==> src/rtl/alu_exec_if.sv <==
// alu_exec_if: operand, decode and flag bundle between the ALU execute unit and its driver
interface alu_exec_if #(parameter int WIDTH = 32);
  logic             aluop1;
  logic             aluop0;
  logic [3:0]       funct;
  logic [WIDTH-1:0] a;
  logic [WIDTH-1:0] b;
  logic [2:0]       gout;
  logic [WIDTH-1:0] result;
  logic             zero;
  logic             neg;
  logic             ovf;
  logic             zero_q;
  logic             neg_q;
  logic             ovf_q;
  logic [WIDTH-1:0] add_a;
  logic [WIDTH-1:0] add_b;
  logic [WIDTH-1:0] add_sum;
  modport master (
    output aluop1, aluop0, funct, a, b, add_a, add_b,
    input  gout, result, zero, neg, ovf, zero_q, neg_q, ovf_q, add_sum
  );
  modport slave (
    input  aluop1, aluop0, funct, a, b, add_a, add_b,
    output gout, result, zero, neg, ovf, zero_q, neg_q, ovf_q, add_sum
  );
endinterface

==> src/rtl/alu_exec_unit.sv <==
// alu_exec_unit: ALU control decode, combinational ALU with flags, registered flags and a free adder
module alu_exec_unit #(
  parameter int WIDTH = 32
) (
  input  logic       clk,
  input  logic       rst_n,
  alu_exec_if.slave  bus
);
  logic [1:0]       aluop;
  logic [2:0]       rtype;
  logic [2:0]       g;
  logic [WIDTH-1:0] sum;
  logic [WIDTH-1:0] diff;
  logic [WIDTH-1:0] r;
  logic             lt;
  logic             ovf;
  always_comb begin
    aluop = {bus.aluop1, bus.aluop0};
    rtype = bus.funct == 4'b0010 ? 3'b110 :
            bus.funct == 4'b0100 ? 3'b000 :
            bus.funct == 4'b0101 ? 3'b001 :
            bus.funct == 4'b0111 ? 3'b100 :
            bus.funct == 4'b1010 ? 3'b111 : 3'b010;
    g     = aluop == 2'b00 ? 3'b010 :
            aluop == 2'b01 ? 3'b110 :
            aluop == 2'b11 ? 3'b001 : rtype;
    sum   = bus.a + bus.b;
    diff  = bus.a - bus.b;
    // signed compare directly rather than from diff's sign, so SLT stays exact on overflow
    lt    = $signed(bus.a) < $signed(bus.b);
    r     = g == 3'b010 ? sum :
            g == 3'b110 ? diff :
            g == 3'b000 ? bus.a & bus.b :
            g == 3'b001 ? bus.a | bus.b :
            g == 3'b100 ? ~(bus.a | bus.b) :
            g == 3'b111 ? {{(WIDTH-1){1'b0}}, lt} : '0;
    ovf   = g == 3'b010 ? (bus.a[WIDTH-1] == bus.b[WIDTH-1]) && (r[WIDTH-1] != bus.a[WIDTH-1]) :
            g == 3'b110 ? (bus.a[WIDTH-1] != bus.b[WIDTH-1]) && (r[WIDTH-1] != bus.a[WIDTH-1]) : 1'b0;
  end
  assign bus.gout    = g;
  assign bus.result  = r;
  assign bus.zero    = r == '0;
  assign bus.neg     = r[WIDTH-1];
  assign bus.ovf     = ovf;
  assign bus.add_sum = bus.add_a + bus.add_b;
  always_ff @(posedge clk or negedge rst_n) begin
    if (!rst_n) begin
      bus.zero_q <= 1'b0;
      bus.neg_q  <= 1'b0;
      bus.ovf_q  <= 1'b0;
    end else begin
      bus.zero_q <= r == '0;
      bus.neg_q  <= r[WIDTH-1];
      bus.ovf_q  <= ovf;
    end
  end
endmodule

==> src/flat_wrapper.sv <==
// flat-port wrapper written by rule: the top's interface ports become plain ports
module alu_exec_unit_flat 
#(
  parameter int WIDTH = 32
)
  (clk, rst_n, bus_aluop1, bus_aluop0, bus_funct, bus_a, bus_b, bus_add_a, bus_add_b, bus_gout, bus_result, bus_zero, bus_neg, bus_ovf, bus_zero_q, bus_neg_q, bus_ovf_q, bus_add_sum);
  alu_exec_if #(.WIDTH(WIDTH)) bus_i ();
  input  logic clk;
  input  logic rst_n;
  input wire logic [$bits(bus_i.aluop1)-1:0] bus_aluop1;
  input wire logic [$bits(bus_i.aluop0)-1:0] bus_aluop0;
  input wire logic [$bits(bus_i.funct)-1:0] bus_funct;
  input wire logic [$bits(bus_i.a)-1:0] bus_a;
  input wire logic [$bits(bus_i.b)-1:0] bus_b;
  input wire logic [$bits(bus_i.add_a)-1:0] bus_add_a;
  input wire logic [$bits(bus_i.add_b)-1:0] bus_add_b;
  output wire logic [$bits(bus_i.gout)-1:0] bus_gout;
  output wire logic [$bits(bus_i.result)-1:0] bus_result;
  output wire logic [$bits(bus_i.zero)-1:0] bus_zero;
  output wire logic [$bits(bus_i.neg)-1:0] bus_neg;
  output wire logic [$bits(bus_i.ovf)-1:0] bus_ovf;
  output wire logic [$bits(bus_i.zero_q)-1:0] bus_zero_q;
  output wire logic [$bits(bus_i.neg_q)-1:0] bus_neg_q;
  output wire logic [$bits(bus_i.ovf_q)-1:0] bus_ovf_q;
  output wire logic [$bits(bus_i.add_sum)-1:0] bus_add_sum;
  assign bus_i.aluop1 = bus_aluop1;
  assign bus_i.aluop0 = bus_aluop0;
  assign bus_i.funct = bus_funct;
  assign bus_i.a = bus_a;
  assign bus_i.b = bus_b;
  assign bus_i.add_a = bus_add_a;
  assign bus_i.add_b = bus_add_b;
  assign bus_gout = bus_i.gout;
  assign bus_result = bus_i.result;
  assign bus_zero = bus_i.zero;
  assign bus_neg = bus_i.neg;
  assign bus_ovf = bus_i.ovf;
  assign bus_zero_q = bus_i.zero_q;
  assign bus_neg_q = bus_i.neg_q;
  assign bus_ovf_q = bus_i.ovf_q;
  assign bus_add_sum = bus_i.add_sum;
  alu_exec_unit #(.WIDTH(WIDTH)) u_core (.clk(clk), .rst_n(rst_n), .bus(bus_i));
endmodule
==> config.mk <==
export PLATFORM = sky130hd
export DESIGN_NAME = alu_exec_unit_flat
export DESIGN_NICKNAME = d
export VERILOG_FILES = /design/src/rtl/alu_exec_if.sv /design/src/rtl/alu_exec_unit.sv /design/src/flat_wrapper.sv
export SDC_FILE = /design/constraint.sdc
export NUM_CORES = 1
export LEC_CHECK = 0
export CORE_ASPECT_RATIO = 0.7
export CORE_MARGIN = 10
export CORE_UTILIZATION = 54
export CTS_CLUSTER_DIAMETER = 200
export DETAILED_ROUTE_END_ITERATION = 6
export PLACE_DENSITY = 0.89
export SYNTH_ARGS = -nofsm -noshare
export SYNTH_HDL_FRONTEND = slang
export SYNTH_SLANG_ARGS = --single-unit
==> constraint.sdc <==
create_clock -name clk -period 25.9 [get_ports clk]
set_input_delay 7.77 -clock clk [delete_from_list [all_inputs] [get_ports clk]]
set_output_delay 7.77 -clock clk [all_outputs]
set_load 0.05 [all_outputs]
== Yosys cells after proc, flatten, opt, wreduce, memory -nomap -nowiden ==
Cells that the tools add are included.
Cells by class
  reduce and logical (&&, ||, !) cells: 5
  order comparisons: 1
  bitwise logic cells: 3
  add/subtract/negate cells: 3
  mux-type cells: 16
  eq/ne operators: 15
Operators by type and width (count)
  32-bit two-way mux: 5
  32-bit adder: 2
  32-bit AND: 1
  32-bit zero test: 1
  32-bit less-than comparator: 1
  32-bit NOT: 1
  32-bit OR: 1
  32-bit subtractor: 1
  3-bit two-way mux: 8
  4-bit by 3-bit equality test with 1-bit output (second input constant): 3
  3-bit equality test (second input constant): 3
  4-bit by 2-bit equality test with 1-bit output (second input constant): 1
  4-bit equality test (second input constant): 1
  3-bit by 1-bit equality test with 1-bit output (second input constant): 1
  3-bit by 2-bit equality test with 1-bit output (second input constant): 1
  3-bit zero test: 1
  1-bit two-way mux: 3
  2-bit by 1-bit equality test with 1-bit output (second input constant): 1
  2-bit equality test (second input constant): 1
  1-bit logical AND: 2
  2-bit zero test: 1
  1-bit != test: 2
  1-bit equality test: 1
Word-level totals
  flip-flop bits (word level): 3

== Depth between registers and ports, before layout ==
Gate-level depths: netlist of run 1.
  depth after elaboration: 20
  gate-level depth with buffers: 15

== Worst setup path after synthesis of run 1 ==
OpenSTA, ideal clock, no wires.
  path type: input to output
  from: input bus_b[4]
  to: output bus_zero
  stages: 11
  arrival: 12573 ps
  buffers on the path: 0
  required time: 18130 ps
  slack: 5557 ps
  path through: inv_1 > ha_1 > or3_1 > o221a_2 > a311oi_2 > a21oi_2 > a2111oi_1 > o311ai_0 > a211o_1 > or4_1 > nor4_2
RTL lines
  start: declaration: RTL line flat_wrapper.sv:14  | input wire logic [$bits(bus_i.b)-1:0] bus_b;
  32-bit subtractor: RTL line alu_exec_unit.sv:28  | diff = bus.a - bus.b;
  32-bit two-way mux: RTL line alu_exec_unit.sv:32  | g == 3'b110 ? diff :
  32-bit two-way mux (*): RTL line alu_exec_unit.sv:31  | r = g == 3'b010 ? sum :
  named net bus_result[27]: RTL line flat_wrapper.sv:18  | output wire logic [$bits(bus_i.result)-1:0] bus_result;
  32-bit zero test (*): RTL line alu_exec_unit.sv:42  | assign bus.zero = r == '0;
  end: declaration: RTL line flat_wrapper.sv:19  | output wire logic [$bits(bus_i.zero)-1:0] bus_zero;
Mark *: on every way through the listed nets, which the timed path passes. The rest lies on a longest branch.

== Worst setup path after layout of run 1 ==
  from: input bus_a[3]
  to: output bus_zero
Between the ends
  cells in the longest elaborated chain, start to end: 8
RTL lines
  start: declaration: RTL line flat_wrapper.sv:13  | input wire logic [$bits(bus_i.a)-1:0] bus_a;
  32-bit less-than comparator or 32-bit OR (tied branches): RTL line alu_exec_unit.sv:30, alu_exec_unit.sv:34, alu_exec_unit.sv:35
  1-bit two-way mux or 32-bit NOT (tied branches): RTL line alu_exec_unit.sv:36, alu_exec_unit.sv:35
  32-bit two-way mux: RTL line alu_exec_unit.sv:35  | g == 3'b100 ? ~(bus.a | bus.b) :
  32-bit two-way mux: RTL line alu_exec_unit.sv:34  | g == 3'b001 ? bus.a | bus.b :
  32-bit two-way mux: RTL line alu_exec_unit.sv:33  | g == 3'b000 ? bus.a & bus.b :
  32-bit two-way mux: RTL line alu_exec_unit.sv:32
  32-bit two-way mux (*): RTL line alu_exec_unit.sv:31
  32-bit zero test (*): RTL line alu_exec_unit.sv:42
Every way passes the cells marked *; elsewhere a longest branch is shown, timed or not.

==> results of run 1 <==
## metal layers
metal	track usage [%]	share of wire [%]
met3	9.419	15
met2	48.01	42
met5	0	0
met4	8.123	2.6
met1	38.89	40
## cell usage after synthesis, types with 7 or more instances
| master | count | area [um2] |
|---|---|---|
| nand2b_1 | 15 | 93.84 |
| a2111oi_0 | 9 | 78.83 |
| o22ai_1 | 9 | 56.30 |
| and3_1 | 9 | 56.30 |
| o21bai_1 | 11 | 82.58 |
| o21ai_0 | 65 | 325.3 |
| a21o_1 | 34 | 255.2 |
| a21oi_1 | 129 | 645.6 |
| nor3_1 | 33 | 165.2 |
| nand3_1 | 19 | 95.09 |
| nand2_1 | 48 | 180.2 |
| buf_1 | 8 | 30.03 |
| ha_1 | 127 | 1589 |
| o211ai_1 | 10 | 75.07 |
| o31ai_1 | 10 | 75.07 |
| or2_2 | 7 | 43.79 |
| xor2_1 | 10 | 87.58 |
| buf_2 | 12 | 60.06 |
| a211oi_1 | 16 | 120.1 |
| or3_1 | 8 | 50.05 |
| nor2_1 | 94 | 352.8 |
| clkbuf_1 | 24 | 90.09 |
| and2_1 | 9 | 56.30 |
| nor4_1 | 10 | 62.56 |
| a31oi_1 | 16 | 100.1 |
| inv_1 | 107 | 401.6 |
| a211o_1 | 7 | 61.31 |
| o21a_1 | 10 | 75.07 |
| nor2b_1 | 10 | 62.56 |
| nand4_1 | 12 | 75.07 |
| xnor2_1 | 35 | 306.5 |
## where the power goes
part	leakage, nW	total, W	switching [W]	internal [W]
Sequential	0.0387	0.00000539	0.000000135	0.00000526
Combinational	4.08	0.000322	0.000204	0.000118
Clock	0.0382	0.0000247	0.00000435	0.0000203
Total	4.16	0.000352	0.000209	0.000143
## per-stage QoR
stage	cells	utilization [%]	area, um2	total power [W]
after global placement	1388	71.29	9334	0.0003166
after floorplan	1056	-	7204	0.0002150
after global routing	1392	71.89	9413	0.0003712
after detailed placement	1388	71.29	9334	0.0003200
final	1392	71.89	9413	0.0003520
after CTS	1392	71.89	9413	0.0003467
## cells by family after synthesis
group / synth area share (%)
xor+xnor: 5.471
mux: 1.198
simple gates: 21.67
buf+inv: 8.996
compound gates: 38.73
fa+ha+maj: 22.89
flops: 1.042
## flip-flops by register name (all words and copies together), names as in the netlist
register / flops
u_core.bus.neg_q: 1
u_core.bus.ovf_q: 1
u_core.bus.zero_q: 1
## cell type report
class / count / area (um2)
Clock buffer: 4 / 78.83
Fill cell: 1108 / 3681
Inverter: 111 / 419.2
Multi-Input combinational cell: 892 / 6490
Sequential cell: 3 / 75.07
Tap cell: 166 / 207.7
Timing Repair Buffer: 216 / 2142
## how the worst max path moves through the flow
stage | slack [ns] | cells past startpoint | start | to
after floorplan | 5.56 | 11 | bus_b[4] | bus_zero
after global placement | 4.77 | 14 | bus_aluop0 | bus_zero
after detailed placement | 4.78 | 15 | bus_a[3] | bus_zero
after CTS | 4.74 | 15 | bus_b[1] | bus_zero
after global routing | 4.42 | 15 | bus_a[3] | bus_zero
final | 4.59 | 15 | bus_a[3] | bus_zero
## layout by cell type, fill, tap and decap left out, types with 6 or more instances in the layout
| cell | instances |
|---|---|
| xnor2_1 | 35 |
| and3_1 | 9 |
| o31a_1 | 6 |
| nor2_1 | 94 |
| a211oi_1 | 16 |
| nand2b_1 | 15 |
| o21bai_1 | 11 |
| a2111oi_0 | 9 |
| and2_1 | 9 |
| o21a_1 | 10 |
| o221ai_1 | 6 |
| buf_4 | 8 |
| a21o_1 | 34 |
| nor4_1 | 10 |
| or3_1 | 8 |
| nand4_1 | 12 |
| xor2_1 | 10 |
| o21ai_0 | 64 |
| nand2_1 | 48 |
| o221a_2 | 6 |
| or2_2 | 7 |
| a211o_1 | 7 |
| inv_1 | 107 |
| a21oi_1 | 129 |
| o31ai_1 | 10 |
| nand3_1 | 19 |
| nor3_1 | 33 |
| o211ai_1 | 10 |
| nor2b_1 | 10 |
| clkdlybuf4s50_1 | 208 |
| o22ai_1 | 9 |
| a31oi_1 | 16 |
| ha_1 | 127 |
## critical path, stage by stage
cell and delay (ns):
clkdlybuf4s50_1 0.52, inv_1 0.06, ha_1 0.48, o211ai_1 0.17, o211ai_1 0.42, a311oi_1 0.28, o41ai_1 0.62, a21boi_0 0.22
xnor2_1 0.16, o221a_2 0.28, a2111o_1 0.36, or4_1 0.43, or4_1 0.59, nor4_2 0.29, clkdlybuf4s50_1 0.87
==> metrics.txt, run 1 <==
Syn Nets=about 1.3k; first-pass GRT wire length=between 40 and 50 mm; global placer's final weighted congestion=1.025; Final setup viols=0; remaining antenna violation count=0; DR vias/cell=6.581; Post-synth EDFFs=0; Initial Util=55.02%; via count=about 9.2k; DP Wirelength=23.94 mm; Hold Vio Cnt, Final=0; vias in the first global route=around 8.7k; largest net degree at the start of global routing=45; area growth from synthesis to layout=30.65%; CTS clk-pin slew, worst paths=0.03 ns; # port buffers=about 210; Slew Viols, Final=0; register area share after synthesis=around 1.0%; share of cells above drive strength 1=~4.6%; Place WS=4.775 ns; clock sink count=3; die area=18440 um2; total CTS buffers=3; mapped cell area=7204 um2; setup bufs post-CTS=0; Post-synth ARST share=100.0%; Pleak=~4.2 nW; total gr overflow=0; Critical Path AT=13.54 ns; Max Freq=46.92 MHz; HP Class=in -> async; DRC=0; CP Max Fanout=9; per-cell routed wire length=21.20 um; Max Root-Sink Buffers=2; CP Launch Type=primary input; CTS tree=done; Final #Nets=around 1.5k; Tmin final=21.31 ns; Die Ht=116.6 um; unrepaired setup endpoints after global routing=no; CP endpoint kind=primary output; number of H-tree levels=1; WS Path Type=in -> out; Worst EP required=around 18 ns; number of hold buffers added after CTS=0; Slew HR=25.37%; root buffer cell=clkbuf_16; hold_ws=7.741 ns; CTS resizes=0; initial antenna violation count=0; drt pass-1 iters=6; # rows=35; DRT iter0 DRCs=about 1.2k; final WL=29.50 mm; worst slew pin tran=1.091 ns; synth unique cells=95; overall routing resource usage=between 30% and 40%; die width=~160 um; status=completed; cells after synthesis=between 1k and 1.5k; FF+latch count, synth=3; peak supply drop=0.00003253 V; # IOs=209; final setup TNS=0 ns; pwr dens=37.40 nW/um2; n_diodes=0; Avg Inst Size Synth=~6.8 um2; core area=13090 um2; top_reg_cell synth=dfrtp_1; warnings from Yosys=0; final worst slack=4.589 ns; Final Cycle Share=82.28%; max-cap violation count=0
(Power assumes the default switching activity.)
==> run 2, diff against run 1 <==
CORE_UTILIZATION = 51   (was 54)
PLACE_DENSITY = 0.85   (was 0.89)
clock period = 19.92 ns   (was 25.9 ns; I/O delays follow)
==> run 2 against run 1 <==
  * Cell count grew 1.7%
  * Via count decreased by 2.3%
  * Worst setup slack worse by 2.6 ns
  * Clock power grew 33%
  * Sequential share of layout area is essentially flat
  * Die area up 5.0%
  * Global-route usage shrank 3.0 points
  * Non-clock buffer count did not move
  * Count of clock-buffer cells in the layout unchanged
  * Hold slack got worse by 1.8 ns
  * Critical path depth fell by 2
  * Critical endpoint unchanged
  * Largest cell class unchanged
  * Largest power group unchanged
==> metrics.txt, run 2 (synthesis results as in run 1) <==
status=completed; critical-path cell list=clkdlybuf4s50_1 -> and2b_1 -> nand3_1 -> o2111ai_1 -> a32oi_1 -> a21oi_1 -> or4b_1 -> a2111oi_2 -> nand4b_1 -> or4_1 -> or4_1 -> nor4_2 -> clkdlybuf4s50_1; slowest CP cell=clkdlybuf4s50_1; # rows=36; critical path's top delay family=simple AND/OR/NAND/NOR gates; area growth from synthesis to layout=31.07%; DP Wirelength=around 23 mm; DR vias/cell=roughly 6.3; Initial Util=51.93%; via count=8950; CP Launch Type=primary input; pwr dens=approximately 48 nW/um2; Worst EP required=13.94 ns; share of cells above drive strength 1=around 4.6%; most common cell after layout, fill and taps aside=clkdlybuf4s50_1; met3 wire length=4.008 mm; Hold Vio Cnt, Final=0; CTS clk-pin slew, worst paths=roughly 0.030 ns; Slew Viols, Final=0; Pleak=4.161 nW; number of hold buffers added after CTS=0; Max Root-Sink Buffers=2; most frequent cells in the layout=208 x clkdlybuf4s50_1, 129 x a21oi_1, 127 x ha_1; worst slew pin tran=1.158 ns; vias in the first global route=8320; global placer's final weighted congestion=1.032; Buf/Inv on CP=2; n_diodes=0; root buffer cell=clkbuf_16; # port buffers=approximately 210; die area=19360 um2; first-pass GRT wire length=approximately 44 mm; total gr overflow=0; HP Class=in -> async; hold_ws=5.930 ns; max-cap violation count=0; Final #Nets=1493; core area=13870 um2; slowest stage delay, CP=0.88 ns; Tmin final=between 15 and 20 ns; Tot Pwr=~0.00045 W; overall routing resource usage=27.29%; Met2 Routed Length=11.68 mm; clock sink count=3; per-cell routed wire length=about 20 um; final WL=28.49 mm; CP Max Fanout=20; CTS tree=done; drt pass-1 iters=5; Critical Path AT=11.99 ns; CTS resizes=0; final setup TNS=0 ns; number of H-tree levels=1; CP endpoint kind=primary output; Max Freq=55.67 MHz; Die Ht=roughly 120 um; # IOs=209; unrepaired setup endpoints after global routing=no; Final setup viols=0; WS Path Type=in -> out; Slew HR=22.60%; DRC=0; die width=162.1 um; setup bufs post-CTS=0; largest registers=u_core.bus.neg_q: 1 flops, u_core.bus.ovf_q: 1 flops, u_core.bus.zero_q: 1 flops; remaining antenna violation count=0; peak supply drop=0.00004512 V; max layer used=met4; largest net degree at the start of global routing=29; met1 wire length=12.24 mm; total CTS buffers=3; Final Cycle Share=90.18%; initial antenna violation count=0; DRT iter0 DRCs=~990
-- run 2: cell counts in the layout (fill, tap and decap cells not counted) --
Identical to the previous run, type by type.
-- run 2: area by class of cell --
cell class	instances	area (um2)
well taps	190	237.7
repair buffers	216	2142
fillers	1240	4431
inverters	111	419.2
clock buffers	4	78.83
flip-flops and latches	3	75.07
multi-input cells	892	6490
-- run 2: per-stage QoR --
stage	utilization (%)	area (um2)	std cells	setup slack (ns)
floorplan	-	7204	1056	3.165
global placement	67.50	9364	1412	2.306
detailed placement	67.50	9364	1412	2.172
CTS	68.06	9443	1416	2.160
global route	68.06	9443	1416	1.899
finish	68.06	9443	1416	1.956
-- run 2: power breakdown --
part / leakage, nW / internal, W / total, W / switching (W)
logic: 4.08 / 0.000153 / 0.000415 / 0.000262
clock network: 0.0382 / 0.0000265 / 0.0000328 / 0.00000630
registers: 0.0387 / 0.00000683 / 0.00000701 / 0.000000172
-- run 2: worst max-delay path by stage --
stage	start	end	slack, ns	cells past startpoint
final	bus_aluop0	bus_zero	1.96	13
after global routing	bus_aluop0	bus_zero	1.90	13
after CTS	bus_aluop0	bus_zero	2.16	13
after detailed placement	bus_aluop0	bus_zero	2.17	13
after global placement	bus_aluop0	bus_zero	2.31	13
after floorplan	bus_b[4]	bus_zero	3.17	11
-- run 2: routing by layer --
layer  GRT usage (%)  up-vias
met3           8.775       46
met4           5.329        0
met5               0        -
met2           41.61      592
met1           36.83     4074
li1                -     4238
